--- config.mk ---
export PLATFORM = sky130hd
export DESIGN_NAME = quad_step_decoder
export DESIGN_NICKNAME = d
export VERILOG_FILES = /design/src/rtl/qdec_pkg.sv /design/src/rtl/qdec_filter.sv /design/src/rtl/quad_step_decoder.sv
export SDC_FILE = /design/constraint.sdc
export NUM_CORES = 1
export LEC_CHECK = 0
export CELL_PAD_IN_SITES_DETAIL_PLACEMENT = 1
export CELL_PAD_IN_SITES_GLOBAL_PLACEMENT = 2
export CORE_MARGIN = 2
export CORE_UTILIZATION = 33
export CTS_CLUSTER_DIAMETER = 100
export DETAILED_ROUTE_END_ITERATION = 7
export PLACE_DENSITY = 0.74
export SYNTH_ARGS = -nofsm -noshare
export SYNTH_HDL_FRONTEND = slang
export SYNTH_SLANG_ARGS = --single-unit
--- constraint.sdc ---
create_clock -name clock -period 2 [get_ports clock]
set_clock_uncertainty 0.2 [all_clocks]
set_input_delay 0.6 -clock clock [delete_from_list [all_inputs] [get_ports clock]]
set_output_delay 0.6 -clock clock [all_outputs]
set_load 0.05 [all_outputs]
--- src/rtl/qdec_pkg.sv ---
// qdec_pkg: shared states, Gray phases and step classification for the quadrature decoder
package qdec_pkg;
  typedef enum logic {INIT, TRACK} state_t;
  typedef enum logic [1:0] {NONE, FWD, REV, ILLEGAL} step_t;
  localparam logic [1:0] PH0 = 2'b00;
  localparam logic [1:0] PH1 = 2'b10;
  localparam logic [1:0] PH2 = 2'b11;
  localparam logic [1:0] PH3 = 2'b01;
  function automatic logic [1:0] fwd_of(input logic [1:0] p);
    return p == PH0 ? PH1 : p == PH1 ? PH2 : p == PH2 ? PH3 : PH0;
  endfunction
  function automatic step_t classify(input logic [1:0] p, input logic [1:0] n);
    return p == n ? NONE : n == fwd_of(p) ? FWD : p == fwd_of(n) ? REV : ILLEGAL;
  endfunction
endpackage

--- src/rtl/qdec_filter.sv ---
// qdec_filter: 2-flop synchroniser plus FILTER_LEN-cycle glitch filter for one encoder bit
module qdec_filter #(
  parameter int FILTER_LEN = 3
) (
  input  logic clock,
  input  logic reset,
  input  logic i_raw,
  output logic o_filt,
  output logic o_busy
);
  localparam logic [3:0] LEN = 4'(FILTER_LEN);
  logic r_s1, r_s2, r_filt;
  logic [3:0] r_cnt;
  // synchronise, then accept a new level only after it has held LEN cycles
  always_ff @(posedge clock) begin
    if (reset) begin
      r_s1 <= 1'b0;
      r_s2 <= 1'b0;
      r_filt <= 1'b0;
      r_cnt <= 4'd0;
    end else begin
      r_s1 <= i_raw;
      r_s2 <= r_s1;
      if (r_s2 == r_filt) r_cnt <= 4'd0;
      else if (r_cnt + 4'd1 == LEN) begin
        r_filt <= r_s2;
        r_cnt <= 4'd0;
      end else r_cnt <= r_cnt + 4'd1;
    end
  end
  assign o_filt = r_filt;
  // busy covers levels still in the synchroniser so settling waits for them too
  assign o_busy = (r_cnt != 4'd0) | (r_s1 != r_filt) | (r_s2 != r_filt);
endmodule

--- src/rtl/quad_step_decoder.sv ---
// quad_step_decoder: quadrature A/B/index to count/direction/load pulses; QDEC_X1_DECODE_EN selects X1 decoding
module quad_step_decoder
  import qdec_pkg::*;
#(
  parameter int FILTER_LEN = 3
) (
  input  logic clock,
  input  logic reset,
  input  logic a_in,
  input  logic b_in,
  input  logic idx_in,
  input  logic err_clr,
  output logic enable,
  output logic updown,
  output logic load,
  output logic error
);
  localparam logic [3:0] LEN = 4'(FILTER_LEN);
  logic w_a, w_b, w_idx, w_fwd, w_rev, w_quiet;
  logic [2:0] w_busy;
  logic [1:0] w_ab;
  step_t w_step;
  state_t r_state;
  logic [1:0] r_prev;
  logic r_idx_prev, r_en, r_ud, r_ld, r_err;
  logic [3:0] r_settle;
  qdec_filter #(.FILTER_LEN(FILTER_LEN)) u_fa (.clock(clock), .reset(reset), .i_raw(a_in), .o_filt(w_a), .o_busy(w_busy[0]));
  qdec_filter #(.FILTER_LEN(FILTER_LEN)) u_fb (.clock(clock), .reset(reset), .i_raw(b_in), .o_filt(w_b), .o_busy(w_busy[1]));
  qdec_filter #(.FILTER_LEN(FILTER_LEN)) u_fi (.clock(clock), .reset(reset), .i_raw(idx_in), .o_filt(w_idx), .o_busy(w_busy[2]));
  assign w_ab = {w_a, w_b};
  assign w_quiet = ~|w_busy;
  assign w_step = classify(r_prev, w_ab);
`ifdef QDEC_X1_DECODE_EN
  assign w_fwd = w_step == FWD && r_prev == PH0;
  assign w_rev = w_step == REV && r_prev == PH1;
`else
  assign w_fwd = w_step == FWD;
  assign w_rev = w_step == REV;
`endif
  // settle in INIT adopting the resting phase, then decode steps and index in TRACK
  always_ff @(posedge clock) begin
    if (reset) begin
      r_state <= INIT;
      r_prev <= 2'b00;
      r_idx_prev <= 1'b0;
      r_settle <= 4'd0;
      r_en <= 1'b0;
      r_ud <= 1'b0;
      r_ld <= 1'b0;
      r_err <= 1'b0;
    end else begin
      r_prev <= w_ab;
      r_idx_prev <= w_idx;
      r_err <= (r_state == TRACK && w_step == ILLEGAL) | (r_err & ~err_clr);
      if (r_state == INIT) begin
        r_en <= 1'b0;
        r_ld <= 1'b0;
        r_settle <= w_quiet ? r_settle + 4'd1 : 4'd0;
        if (w_quiet && r_settle + 4'd1 == LEN) r_state <= TRACK;
      end else begin
        r_en <= w_fwd | w_rev;
        r_ud <= w_fwd ? 1'b0 : w_rev ? 1'b1 : r_ud;
        r_ld <= w_idx & ~r_idx_prev;
      end
    end
  end
  assign enable = r_en;
  assign updown = r_ud;
  assign load = r_ld;
  assign error = r_err;
endmodule

==> results.md, run 1 <==
* # placed instances at between 200 and 250
* Largest area contributor in the netlist: dfxtp_1
* Measured slew at the worst slew-check pin at ~430 ps
* Post-route minimum period at approximately 1900 ps
* Worst Path Class, Setup: reg2reg
* Critical R2R Capture: r_settle[0]
* Worst-Skew Late Latency at 280 ps
* HPWL Detailed at 2.39 mm
* Max-cap violation count at 0
* Gate Count Post-Synth at between 150 and 200
* Gpl congestion at 0.748
* Setup slack after placement at -490 ps
* Setup crit end kind: register
* Starting density of the core at 33.9%
* Clk sink count at 33
* Vias per std cell at about 4.9
* Leak at between 0.8 and 0.9 nW
* TNS Setup at 0 ps
* Worst r2r src: u_fb.r_cnt[1]
* Routed via count at approximately 1200
* Setup ws final at 50.6 ps
* Sequential area share after synthesis at between 40% and 50%
* Final setup viols at 0
* IO buf count at 9
* RSZ-0062 raised after global routing: yes
* Worst hold path class: reg2reg
* Top_reg_cell synth: dfxtp_1
* GRT overflow at 0
* Top-Level Pins at 10
* CP Max Fanout at 6
* Post-Synthesis Net Count at 192
* GR Util All Layers at 13.3%
* Total core area at 4660 um^2
* Fin Hold WS at ~280 ps
* Initial DRC Count at 27
* Clk buf depth at 2
* Hold_buf cts at 0
* Post-synth ARST share at 0%
* Hold path start: u_fb.r_s1
* Area grow syn2layout at 24.3%
* Commonest non-fill, non-tap cell in the layout: dfxtp_1
* Layout cells sized above 1 at 20.3%
* Multi-input logic area at around 900 um^2
* Yosys cell types at 35
* Hold path depth at 1
* Antenna cells at 0
* #FFs+latches synth at 33
* Initial antenna violation count at 0
* Max frequency at between 500 and 600 MHz
* Syn Area/Cell at 9.12 um^2
* CTS tree: done
* Total power at 1.21 mW
* Post-route DRC at 0
* Relative slew slack at a little under three quarters
* Die width at 73.1 um
* Final WL at between 3 and 4 mm
* Num rows at 25
* EDFF count, synth at 0
* Hold EP: u_fb.r_s2
* Power Density at around 600 nW/um^2
* Vias in the first global route at about 1300
* Die height at between 70 and 80 um
* Root buf cell: clkbuf_8
* Clock buffer count from CTS at 5
* Routed WL per cell at roughly 13 um
* Most frequent cells in the layout: dfxtp_1 (30), nor2_1 (13), nor2b_1 (13), ha_1 (13)
* Worst IR Drop VDD at between 0.0003 and 0.0004 V
* Post-Syn Area at around 1600 um^2
* First-pass GRT wire length at around 5.4 mm
* Pins Over Slew Limit at 0
* FF-to-FF setup slack at about 51 ps
* Clock slew at reported path FFs at 70 ps
* Worst EP arrival at 1970 ps
* Die area at 5350 um^2
* DR pass1 iterations at 4
* Fill cells at approximately 540
* WP data required at ~2000 ps
* Final Cycle Share at ~100%
* Synth area leaders: dfxtp_1 (42%), ha_1 (10%), nor2b_1 (5.2%)
* Placed cell area at around 1800 um^2
* Post-route insts no fill at around 250
* Final Hold Fails at 0
* Post-synth top area share at around two fifths
* Number of routed nets with antenna violations at 0
* Startpoint Class: register
* Largest net degree at the start of global routing at 22
* R2R cell count at 6
* H-tree depth at 2
* Ys Warns at 0
* Fin util at between 40% and 50%
* Post-Layout Inst Area at ~2000 um^2
* Nets@finish at ~220
* Storage cell area at ~660 um^2
* Status: completed
-- routing by layer --
metal / up-vias / GRT usage (%) / share of wire (%)
li1: 621 / - / -
met1: 582 / 14.5 / 44
met2: 17 / 23.8 / 51
met3: 7 / 4.14 / 3.4
met4: 0 / 4.94 / 1.3
met5: - / 0 / 0
-- registers in the layout (all words and copies together), names as in the netlist, 2 cells and up --
| signal | count |
|---|---|
| u_fb.r_cnt | 4 |
| r_settle | 4 |
| r_prev | 2 |
| u_fa.r_cnt | 4 |
| u_fi.r_cnt | 4 |
-- cells by family (layout without fill, tap and decap cells) --
group | Yosys count | after routing | share of synthesized area, %
flops | 33 | 33 | 41.9
simple gates | 71 | 71 | 24.4
compound gates | 24 | 24 | 9.52
buf+inv | 16 | 40 | 4.44
mux | 4 | 4 | 2.78
xor+xnor | 12 | 12 | 6.66
fa+ha+maj | 13 | 13 | 10.3
-- synth_stat cells, types with 2 or more instances --
| master | n |
|---|---|
| nand2_1 | 12 |
| a21o_1 | 2 |
| and2_1 | 3 |
| nand2b_1 | 6 |
| clkbuf_1 | 4 |
| xnor2_1 | 4 |
| a21oi_1 | 5 |
| mux2_2 | 3 |
| and3_1 | 5 |
| dfxtp_1 | 33 |
| nand3_1 | 6 |
| o21ai_0 | 7 |
| a21boi_0 | 2 |
| ha_1 | 13 |
| inv_1 | 11 |
| xor2_1 | 8 |
| nor3_1 | 4 |
| nor2b_1 | 13 |
| or3_1 | 3 |
| o22ai_1 | 2 |
| nor2_1 | 13 |
-- what timing repair did --
action | in CTS | in global routing
pin swaps | 4 | 5
setup buffers | 0 | 0
setup endpoints to repair | 4 | 5
resized for setup | 8 | 9
-- cell type report --
type	instances	share of cell area, %
multi-input combinational	124	45.4
timing repair buffer	21	11.0
clock buffer	6	3.70
inverter	11	2.11
sequential	33	33.9
clock inverter	2	0.511
tap	54	3.45
-- worst max-delay path, cell delays in order, from the launching register on --
cell,delay [ps]
dfxtp_1,370
inv_1,80
ha_1,140
nand4_1,80
or4_4,590
or3_1,360
o21ai_1,70
-- how the worst max path moves through the flow --
stage	slack (ps)	startpoint	depth (start not counted)	endpoint
finish	50	u_fb.r_cnt[1]	6	r_settle[0]
CTS	-60	u_fb.r_cnt[2]	5	r_settle[3]
global route	-40	u_fb.r_cnt[2]	5	r_settle[0]
floorplan	40	u_fa.o_filt	6	r_settle[3]
detailed placement	-490	reset	6	r_settle[3]
global placement	-460	reset	6	r_settle[3]
-- report_power, final --
part	switching, mW	internal (mW)	leakage, nW
clock	0.238	0.241	0.0450
combinational	0.0257	0.0289	0.510
sequential	0.00930	0.666	0.269
total	0.273	0.936	0.823
No activity file was read; power rests on OpenSTA's default activity.
==> run 2, diff against run 1 <==
--- a/config.mk
+++ b/config.mk
@@ -12,6 +12,7 @@
 export CTS_CLUSTER_DIAMETER = 100
 export DETAILED_ROUTE_END_ITERATION = 7
 export PLACE_DENSITY = 0.74
+export SLEW_MARGIN = 20
 export SYNTH_ARGS = -nofsm -noshare
 export SYNTH_HDL_FRONTEND = slang
 export SYNTH_SLANG_ARGS = --single-unit
==> results of run 2 <==
Final layout, timing and power as in run 1 (identical DEF).
